## src/rtl/ifetch_queue_pkg.sv

```systemverilog
// ============================================================================
// Module : ifetch_queue_pkg
// Brief  : Shared widths and default sizing for the instruction fetch queue.
// Rev    : 1.0
// ============================================================================
`default_nettype none

// Bus widths normally arrive from the shared defines include; defaults keep
// the package usable when it is compiled on its own.
`ifndef MYRISCV_ADDRBUS
`define MYRISCV_ADDRBUS 32
`endif
`ifndef MYRISCV_INSTBUS
`define MYRISCV_INSTBUS 32
`endif

package ifetch_queue_pkg;

    localparam int c_ADDR_W    = `MYRISCV_ADDRBUS;
    localparam int c_INSTR_W   = `MYRISCV_INSTBUS;
    localparam int c_DEPTH     = 4;
    localparam int c_MAX_OUTST = 1;

endpackage

`default_nettype wire

```

## src/rtl/ifq_sync_fifo.sv

```systemverilog
// ============================================================================
// Module : ifq_sync_fifo
// Brief  : Generic synchronous FIFO with wrap-bit pointers and flush.
// Rev    : 1.0
// ============================================================================
`default_nettype none

module ifq_sync_fifo #(
    parameter int WIDTH = 8,
    parameter int DEPTH = 4
) (
    input  logic                     clk,
    input  logic                     rst,
    input  logic                     i_flush,
    input  logic                     i_push,
    input  logic [WIDTH-1:0]         i_push_data,
    input  logic                     i_pop,
    output logic [WIDTH-1:0]         o_pop_data,
    output logic                     o_full,
    output logic                     o_empty,
    output logic [$clog2(DEPTH):0]   o_occ
);

    localparam int c_PW = $clog2(DEPTH) + 1;
    localparam int c_IW = (DEPTH > 1) ? $clog2(DEPTH) : 1;
    localparam logic [c_PW-1:0] c_PTR_ONE = {{(c_PW-1){1'b0}}, 1'b1};

    logic [c_PW-1:0] r_wr_ptr;
    logic [c_PW-1:0] r_rd_ptr;
    logic            w_push_ok;
    logic            w_pop_ok;

    assign o_empty   = (r_wr_ptr == r_rd_ptr);
    assign o_occ     = r_wr_ptr - r_rd_ptr;
    assign w_pop_ok  = i_pop & ~o_empty;
    // A push into a full FIFO is fine when the head leaves in the same cycle.
    assign w_push_ok = i_push & (~o_full | w_pop_ok);

    generate
        if (DEPTH > 1) begin : g_multi
            logic [WIDTH-1:0] r_mem [DEPTH];
            logic [c_IW-1:0]  w_wr_idx;
            logic [c_IW-1:0]  w_rd_idx;

            assign w_wr_idx   = r_wr_ptr[c_IW-1:0];
            assign w_rd_idx   = r_rd_ptr[c_IW-1:0];
            assign o_full     = (r_wr_ptr[c_PW-1] != r_rd_ptr[c_PW-1]) &&
                                (w_wr_idx == w_rd_idx);
            assign o_pop_data = r_mem[w_rd_idx];

            always_ff @(posedge clk) begin
                if (w_push_ok) begin
                    r_mem[w_wr_idx] <= i_push_data;
                end
            end
        end else begin : g_single
            logic [WIDTH-1:0] r_slot;

            assign o_full     = (r_wr_ptr[0] != r_rd_ptr[0]);
            assign o_pop_data = r_slot;

            always_ff @(posedge clk) begin
                if (w_push_ok) begin
                    r_slot <= i_push_data;
                end
            end
        end
    endgenerate

    always_ff @(posedge clk) begin
        if (rst || i_flush) begin
            r_wr_ptr <= '0;
            r_rd_ptr <= '0;
        end else begin
            if (w_push_ok) begin
                r_wr_ptr <= r_wr_ptr + c_PTR_ONE;
            end
            if (w_pop_ok) begin
                r_rd_ptr <= r_rd_ptr + c_PTR_ONE;
            end
        end
    end

endmodule

`default_nettype wire

```

## src/rtl/ifetch_queue.sv

```systemverilog
// ============================================================================
// Module : ifetch_queue
// Brief  : Credit-based instruction fetch queue pairing responses with PCs.
// Rev    : 1.0
// ============================================================================
`default_nettype none

module ifetch_queue
    import ifetch_queue_pkg::*;
#(
    parameter int DEPTH     = c_DEPTH,
    parameter int MAX_OUTST = c_MAX_OUTST,
    parameter int ADDR_W    = c_ADDR_W,
    parameter int INSTR_W   = c_INSTR_W
) (
    input  logic               clk,
    input  logic               rst,
    input  logic               flush,
    input  logic               pc_req_vld,
    output logic               pc_req_rdy,
    input  logic [ADDR_W-1:0]  pc_req_addr,
    output logic               ch_req_vld,
    input  logic               ch_req_rdy,
    output logic [ADDR_W-1:0]  ch_req_addr,
    input  logic               ch_rsp_vld,
    output logic               ch_rsp_rdy,
    input  logic [INSTR_W-1:0] ch_rsp_instr,
    input  logic               ch_rsp_err,
    output logic               dec_vld,
    input  logic               dec_rdy,
    output logic [ADDR_W-1:0]  dec_pc,
    output logic [INSTR_W-1:0] dec_instr,
    output logic               dec_err
);

    localparam int c_ENT_W     = ADDR_W + INSTR_W + 1;
    localparam int c_ERR_LSB   = 0;
    localparam int c_INSTR_LSB = 1;
    localparam int c_PC_LSB    = 1 + INSTR_W;
    localparam int c_OCC_W     = $clog2(DEPTH) + 1;
    localparam int c_OUT_W     = $clog2(MAX_OUTST) + 1;
    localparam logic [c_OUT_W-1:0] c_OUT_ONE = {{(c_OUT_W-1){1'b0}}, 1'b1};

    logic [c_OUT_W-1:0]          r_outst;
    logic [c_OUT_W-1:0]          r_drop;
    logic                        w_can_req;
    logic                        w_req_hs;
    logic                        w_rsp_hs;
    logic                        w_keep;
    logic [c_OUT_W-1:0]          w_req_inc;
    logic [c_OUT_W-1:0]          w_rsp_dec;
    logic [c_ENT_W-1:0]          w_wr_ent;
    logic [c_ENT_W-1:0]          w_head;
    logic [c_OCC_W-1:0]          w_occ;
    logic                        w_data_empty;
    logic                        w_data_full;
    logic [ADDR_W-1:0]           w_tag_pc;
    logic                        w_tag_empty;
    logic                        w_tag_full;
    logic [$clog2(MAX_OUTST):0]  w_tag_occ;
    logic                        w_unused_ok;

    // Space must already exist for every request in flight plus the new one.
    assign w_can_req = ((int'(w_occ) + int'(r_outst)) < DEPTH) &&
                       (int'(r_outst) < MAX_OUTST) && !flush && !rst;

    assign ch_req_vld  = pc_req_vld & w_can_req;
    assign ch_req_addr = pc_req_addr;
    assign pc_req_rdy  = ch_req_rdy & w_can_req;
    assign ch_rsp_rdy  = 1'b1;

    assign w_req_hs  = pc_req_vld & pc_req_rdy;
    // A response with nothing outstanding (e.g. straggler after reset) is ignored.
    assign w_rsp_hs  = ch_rsp_vld & (r_outst != '0);
    assign w_keep    = w_rsp_hs & (r_drop == '0) & ~flush;
    assign w_req_inc = {{(c_OUT_W-1){1'b0}}, w_req_hs};
    assign w_rsp_dec = {{(c_OUT_W-1){1'b0}}, w_rsp_hs};

    assign w_wr_ent = {w_tag_pc, ch_rsp_instr, ch_rsp_err};

    assign dec_vld   = ~w_data_empty & ~rst;
    assign dec_pc    = w_head[c_PC_LSB +: ADDR_W];
    assign dec_instr = w_head[c_INSTR_LSB +: INSTR_W];
    assign dec_err   = w_head[c_ERR_LSB];

    assign w_unused_ok = ^{w_data_full, w_tag_full, w_tag_occ};

    ifq_sync_fifo #(
        .WIDTH (c_ENT_W),
        .DEPTH (DEPTH)
    ) u_data_fifo (
        .clk         (clk),
        .rst         (rst),
        .i_flush     (flush),
        .i_push      (w_keep),
        .i_push_data (w_wr_ent),
        .i_pop       (dec_vld & dec_rdy),
        .o_pop_data  (w_head),
        .o_full      (w_data_full),
        .o_empty     (w_data_empty),
        .o_occ       (w_occ)
    );

    // Tags survive a flush so dropped responses still pop their own PC.
    ifq_sync_fifo #(
        .WIDTH (ADDR_W),
        .DEPTH (MAX_OUTST)
    ) u_tag_fifo (
        .clk         (clk),
        .rst         (rst),
        .i_flush     (1'b0),
        .i_push      (w_req_hs),
        .i_push_data (pc_req_addr),
        .i_pop       (w_rsp_hs & ~w_tag_empty),
        .o_pop_data  (w_tag_pc),
        .o_full      (w_tag_full),
        .o_empty     (w_tag_empty),
        .o_occ       (w_tag_occ)
    );

    always_ff @(posedge clk) begin
        if (rst) begin
            r_outst <= '0;
            r_drop  <= '0;
        end else begin
            r_outst <= r_outst + w_req_inc - w_rsp_dec;
            if (flush) begin
                r_drop <= r_outst - w_rsp_dec;
            end else if (w_rsp_hs && (r_drop != '0)) begin
                r_drop <= r_drop - c_OUT_ONE;
            end
        end
    end

endmodule

`default_nettype wire
```

## config.mk

```make
export PLATFORM = sky130hd
export DESIGN_NAME = ifetch_queue
export DESIGN_NICKNAME = d
export VERILOG_FILES = /design/src/rtl/ifetch_queue_pkg.sv /design/src/rtl/ifq_sync_fifo.sv /design/src/rtl/ifetch_queue.sv
export SDC_FILE = /design/constraint.sdc
export NUM_CORES = 1
export LEC_CHECK = 0
export ABC_AREA = 1
export BUFFER_PORTS_ARGS = -buffer_cell sky130_fd_sc_hd__buf_2
export CORE_ASPECT_RATIO = 0.9
export CORE_MARGIN = 2
export CORE_UTILIZATION = 40
export DETAILED_ROUTE_END_ITERATION = 7
export MAX_ROUTING_LAYER = met4
export PLACE_DENSITY = 0.63
export REMOVE_ABC_BUFFERS = 1
export SLEW_MARGIN = 15
export SYNTH_ARGS = -nofsm -noshare
export SYNTH_HDL_FRONTEND = slang
export SYNTH_SLANG_ARGS = --single-unit
export TNS_END_PERCENT = 5
```

## constraint.sdc

```tcl
create_clock -name clk -period 5.59 [get_ports clk]
set_input_delay 1.118 -clock clk [delete_from_list [all_inputs] [get_ports clk]]
set_output_delay 1.118 -clock clk [all_outputs]
set_load 0.1 [all_outputs]
```

==> metrics.cfg, run 1 <==
[worst_setup_path]
timing.critical_path.required_ps=4470
r2r_setup_slack_ps=2670
crit_arrival_ps=3020
timing.rr.start=u_data_fifo.r_wr_ptr[0]
crit-reg2reg-capture=u_data_fifo.g_multi.r_mem[1][59]
path_max_fanout=97
worstSetupEndpointType=output port
worstSetupStartpointType=flop
reg2reg_depth=6
timing.setup.critical_path_class=reg2out

[cts]
clock_tree_from_tritoncts=built
cts_post_setup_buffers_inserted=0
cts_resized=0
root_buffer=clkbuf_16
number_of_buffers_created_by_cts=31
cts.sinks=304
insertion_delay_ps=560
cts_max_path_bufs=3
cts.clk_slew.worst_paths_ps=60
htreeDepth=1
post_cts_hold_buffer_count=0

[floorplanning]
top_level_ports=173
die-height_um=165.1
placementRows=58
core_area_mm2=0.02816
design.die.area_mm2=0.03023
die_width_um=183.0
initial_utilization_pct=40.98

[grt]
grt_start_max_net_pins=98
globalRouteTotalUtil_pct=15.69
groute.layer.met1.usage_pct=22.68
use_met2_pct=23.69
grt.busiest_layer=met2
grt_antenna_before_repair=1
grt_first_pass_wirelength_um=35730
grt_pass1_vias=6263
gr-usage-met3_pct=2.566
grt_overflow_total=0

[route]
dr.first_iter.drc_count=493
vias_per_cell=5.087
postRouteAntennaNets=0
drc=0
routedWlPerCell_um=17.69
drt-pass1-iter-count=5
dr_total_vias=6710
postRouteWirelength_um=23330

[power_and_ir_drop]
vdd_ir_drop_max_v=0.0002152
static_leakage_nw=4.753
power-per-cell-area_mw_per_mm2=342.2

[min_path]
hold-path-cell-count=0
worstHoldStart=u_tag_fifo.o_pop_data[19]
hold_path_class=reg2reg
hold_end=u_data_fifo.g_multi.r_mem[3][52]

[run_status]
run_status=completed

[placed_design]
dp.final_hpwl_um=13530
port_buffers=171
globalplace.congestion=0.7139

[timing]
achievable_clock_frequency_mhz=241.4
count_of_endpoints_failing_setup_in_the_final_report=0
hold_slack_ps=492.1
post-route-min-period_ps=4142
finalCritPeriodShare_pct=74.09
timing.slew.headroom_pct=28.05
finalHoldViolations=0
finClkSkew_ps=19.67
unrepaired_setup_endpoints_after_global_routing=no
worstMarginPinSlew_ps=1077
max_slew_violation_count=0

[layout]
count_of_fill_cells_added_during_filler_insertion=2431
num-nets-final=1017
final_core_utilization_pct=47.84
ratio_of_cells_with_drive_above_1_in_the_final_layout_pct=25.26
areaGrowthSynthToFinish_pct=16.74

[yosys]
total_standard_cell_area_after_synthesis_mm2=0.01154
ys_types=27
post_synth_inst_count=799
ys_ff_latch=304
syn_avg_cell_area_um2=14.44
synth-warning-count=0
ys_seq_area_share_pct=78.07

[job]
number_of_violations_of_the_max_capacitance_limit=0

==> final cells by class <==
class / count / area [um2] / share of cell area, %
Multi-Input combinational cell: 398 / 2021 / 15.00
Tap cell: 360 / 450.4 / 3.344
Sequential cell: 304 / 9014 / 66.91
Clock buffer: 43 / 870.8 / 6.464
Timing Repair Buffer: 180 / 948.4 / 7.040
Antenna cell: 1 / 2.502 / 0.01858
Clock inverter: 11 / 80.08 / 0.5944
Inverter: 22 / 85.08 / 0.6316
==> report_power, final <==
group	internal (mW)	switching, mW	total [mW]
Combinational	0.0323	0.155	0.188
Clock	1.12	0.803	1.92
Sequential	2.49	0.00575	2.50
Total	3.65	0.964	4.61
==> cells in the mapped netlist (all sizes together) <==
library cell / n / area [um2]
o22ai: 65 / 406.6
nor3: 1 / 5.000
nor2: 151 / 574.3
dfxtp: 12 / 240.2
o21ai: 136 / 680.7
buf: 48 / 361.6
xor2: 3 / 26.28
nand4: 2 / 18.77
inv: 22 / 82.58
a31oi: 1 / 6.260
a21oi: 4 / 20.02
clkbuf: 27 / 101.4
edfxtp: 292 / 8768
conb: 1 / 3.750
fa: 1 / 20.02
ha: 7 / 87.58
nand3: 8 / 45.04
nand2: 17 / 76.32
o2111ai: 1 / 15.01
==> state kept, by name (all words and copies together), names as in the netlist, named ones only <==
register,count
u_data_fifo.r_rd_ptr,3
u_tag_fifo.o_pop_data,32
u_tag_fifo.r_wr_ptr,1
r_drop,1
r_outst,1
u_tag_fifo.r_rd_ptr,1
u_data_fifo.g_multi.r_mem,260
u_data_fifo.r_wr_ptr,3
==> logic make-up after synthesis <==
family / count (synthesis) / synth area share [%]
simple gates: 179 / 6.234
xor+xnor: 3 / 0.2277
compound gates: 207 / 9.780
buf+inv: 97 / 4.727
flops: 304 / 78.07
fa+ha+maj: 8 / 0.9324
other cells: 1 / 0.03250
==> per-stage QoR <==
step | area, um2 | power, mW | setup WS, ps | setup TNS (ps) | std cells
after detailed placement | 12520 | 2.734 | 1988 | 0 | 1264
after global routing | 13470 | 4.754 | 1148 | 0 | 1319
after CTS | 13470 | 4.648 | 1405 | 0 | 1318
final | 13470 | 4.610 | 1448 | 0 | 1319
after floorplan | 11080 | 2.583 | -7.808 | -296.7 | 724
after global placement | 12520 | 2.733 | 2009 | 0 | 1264
==> worst max-delay path by stage <==
stage | to | slack [ps]
floorplan | dec_instr[11] | -8
global placement | u_data_fifo.g_multi.r_mem[1][61] | 2010
detailed placement | dec_pc[17] | 1990
CTS | dec_pc[17] | 1410
global route | dec_pc[17] | 1150
finish | dec_err | 1450
==> layout by cell type (no fill, tap or decap), types with 2 or more instances in the layout <==
cell / count
nand2_2: 5
o22ai_1: 65
clkbuf_1: 7
buf_12: 2
buf_2: 171
nand2_1: 12
edfxtp_1: 292
ha_1: 7
inv_1: 18
nand3_1: 7
clkinv_2: 2
inv_6: 2
buf_4: 7
xor2_1: 3
nor2_4: 5
dfxtp_1: 10
nor2_1: 144
clkbuf_16: 31
clkbuf_8: 5
o21ai_0: 109
clkinv_1: 6
o21ai_1: 27
inv_2: 3
nor2_2: 2
a21oi_1: 4
==> worst max-delay path, stage by stage (launching register included) <==
cell and delay [ps]:
dfxtp_4 480, inv_4 750, buf_4 460, nor2_1 70
o22ai_1 190, buf_2 460
==> metal layers <==
metal / part of all wire (%) / vias to the layer above
met5: 0 / -
met3: 6.6 / 31
met2: 45 / 245
met1: 47 / 3226
met4: 1.6 / 0
li1: - / 3208
(Power assumes the default switching activity.)
==> run 2: changes to the inputs <==
--- a/config.mk
+++ b/config.mk
@@ -12,7 +12,7 @@
 export CORE_UTILIZATION = 40
 export DETAILED_ROUTE_END_ITERATION = 7
 export MAX_ROUTING_LAYER = met4
-export PLACE_DENSITY = 0.63
+export PLACE_DENSITY = 0.66
 export REMOVE_ABC_BUFFERS = 1
 export SLEW_MARGIN = 15
 export SYNTH_ARGS = -nofsm -noshare
==> constraint.sdc (replaced) <==
create_clock -name clk -period 3.5 [get_ports clk]
set_input_delay 0.7 -clock clk [delete_from_list [all_inputs] [get_ports clk]]
set_output_delay 0.7 -clock clk [all_outputs]
set_load 0.1 [all_outputs]
==> metrics.cfg, run 2 (synthesized netlist as in run 1, its figures left out) <==
[run_status]
run_status=completed

[floorplanning]
design.die.area_mm2=0.03023  ; unchanged
placementRows=58  ; unchanged
initial_utilization_pct=40.98  ; unchanged
top_level_ports=173  ; unchanged
core_area_mm2=0.02816  ; unchanged
die-height_um=165.1  ; unchanged
die_width_um=183.0  ; unchanged

[power_and_ir_drop]
static_leakage_nw=4.819  ; +1.4%
power_frac_comb_pct=4.0  ; about the same
power.share.sequential_pct=53.2  ; -1.0 points
internal_power_mw=5.941  ; +63%
power-per-cell-area_mw_per_mm2=550.9  ; +61%
swShare_pct=20.71  ; -0.21 points
finalPower_mw=7.493  ; +63%
power_frac_clock_pct=42.8  ; +1.0 points
power.switching_mw=1.552  ; +61%
vdd_ir_drop_max_v=0.0004076  ; +89%

[layout]
commonest_cells_after_routing_fill_and_taps_aside=292 x edfxtp_1, 171 x buf_2, 144 x nor2_1
ratio_of_cells_with_drive_above_1_in_the_final_layout_pct=25.67  ; +0.41 points
largest_register_ff_count=260  ; unchanged
insertedDiodeCount=0  ; -1
registers.top_by_ff_count=u_data_fifo.g_multi.r_mem
areaGrowthSynthToFinish_pct=17.87
layout_commonest_cell=edfxtp_1
num-nets-final=1022  ; +0.49%

[worst_setup_path]
critPathLaunch=u_data_fifo.r_wr_ptr[0]
r2r_setup_slack_ps=930  ; -1740 ps
path_max_fanout=4  ; -96%
crit_arrival_ps=2460  ; -560 ps
timing.rr.start=u_data_fifo.r_wr_ptr[0]
timing.critical_path.to=ch_req_vld
timing.critical_path.required_ps=2800  ; -1670 ps
crit-reg2reg-capture=u_tag_fifo.o_pop_data[30]
timing.setup.critical_path_class=reg2out
worstSetupStartpointType=flop
worstSetupEndpointType=output port
reg2reg_depth=9  ; +3

[cts]
root_buffer=clkbuf_16
number_of_buffers_created_by_cts=30  ; -3.2%
cts_max_path_bufs=3  ; unchanged
insertion_delay_ps=550  ; about the same
clock_tree_from_tritoncts=built
cts_resized=0  ; unchanged
cts.clk_slew.worst_paths_ps=60  ; about the same
htreeDepth=1  ; unchanged
post_cts_hold_buffer_count=0  ; unchanged
cts_post_setup_buffers_inserted=0  ; unchanged
cts.sinks=304  ; unchanged

[grt]
grt_overflow_total=0  ; unchanged
globalRouteTotalUtil_pct=15.48  ; -0.22 points
grt_antenna_before_repair=0  ; -1
grt_first_pass_wirelength_um=35600  ; -0.35%
grt_pass1_vias=6414  ; +2.4%
grt_start_max_net_pins=131  ; +34%

[timing]
max_slew_violation_count=0  ; unchanged
finalHoldViolations=0  ; unchanged
count_of_endpoints_failing_setup_in_the_final_report=0  ; unchanged
finalCritPeriodShare_pct=90.18
unrepaired_setup_endpoints_after_global_routing=no
achievable_clock_frequency_mhz=316.8
finClkSkew_ps=17.83  ; -1.840 ps
worstMarginPinSlew_ps=662.5  ; -414.1 ps
post-route-min-period_ps=3156
timing.slew.headroom_pct=55.73  ; +28 points
final_worst_setup_slack_ps=343.5  ; -1105 ps

[placed_design]
dp.final_hpwl_um=13670  ; +1.0%
globalplace.congestion=0.7807  ; +9.4%
dpl_worst_slack_ps=782.7  ; -1206 ps
port_buffers=171  ; unchanged

[route]
postRouteWirelength_um=23260  ; -0.29%
drt-pass1-iter-count=5  ; unchanged
postRouteAntennaNets=0  ; unchanged
vias_per_cell=5.020  ; -1.3%
dr.first_iter.drc_count=458  ; -7.1%
dr_total_vias=6657  ; -0.79%
routedWlPerCell_um=17.54  ; -0.82%
drc=0  ; unchanged

[job]
number_of_violations_of_the_max_capacitance_limit=0  ; unchanged

[min_path]
hold_path_class=in2reg
hold-path-cell-count=1  ; +1

-- run 2: worst min-delay path by stage --
stage | start | end
4_1_cts | pc_req_addr[17] | u_tag_fifo.o_pop_data[17]
5_1_grt | pc_req_addr[14] | u_tag_fifo.o_pop_data[14]
3_5_place_dp | u_tag_fifo.o_pop_data[12] | u_data_fifo.g_multi.r_mem[3][45]
2_1_floorplan | u_tag_fifo.o_pop_data[0] | u_data_fifo.g_multi.r_mem[0][33]
6_report | pc_req_addr[25] | u_tag_fifo.o_pop_data[25]
3_3_place_gp | u_tag_fifo.o_pop_data[12] | u_data_fifo.g_multi.r_mem[0][45]
-- run 2: critical path: stages, from the launching register on --
cell and delay, ps:
dfxtp_1 380, inv_1 110, ha_1 200, fa_1 420
nand3_1 120, nand3_1 120, nor2_2 140, buf_2 440
-- run 2: layout make-up --
cell class	count	area, um2
clock inverter	17	182.7
fill	2432	14560
timing repair buffer	186	1044
clock buffer	39	805.8
multi-input combinational	398	2021
inverter	22	85.08
tap	360	450.4
sequential	304	9014
-- run 2: power groups by stage --
| stage | clock network (mW) | logic (mW) | registers (mW) |
|---|---|---|---|
| 2_1_floorplan | 0 | 0.0620 | 4.06 |
| 3_3_place_gp | 0 | 0.301 | 4.06 |
| 3_5_place_dp | 0 | 0.303 | 4.06 |
| 4_1_cts | 3.28 | 0.304 | 3.99 |
| 5_1_grt | 3.43 | 0.317 | 3.99 |
| 6_report | 3.20 | 0.302 | 3.99 |
-- run 2: stage by stage --
stage	std cells	TNS [ps]	hold WS (ps)	cell area (um2)	utilization (%)
finish	1326	0	351.9	13600	48.31
detailed placement	1270	0	481.4	12610	44.80
CTS	1326	0	327.8	13600	48.31
global placement	1270	0	478.7	12610	44.80
floorplan	724	-330570	458.7	11080	-
global route	1326	0	323.3	13600	48.31
-- run 2: routing by layer --
layer	global-route usage (%)	wire [um]
met1	21.17	10690
met2	24.31	10650
met3	3.136	1514
met4	3.200	410
met5	-	0
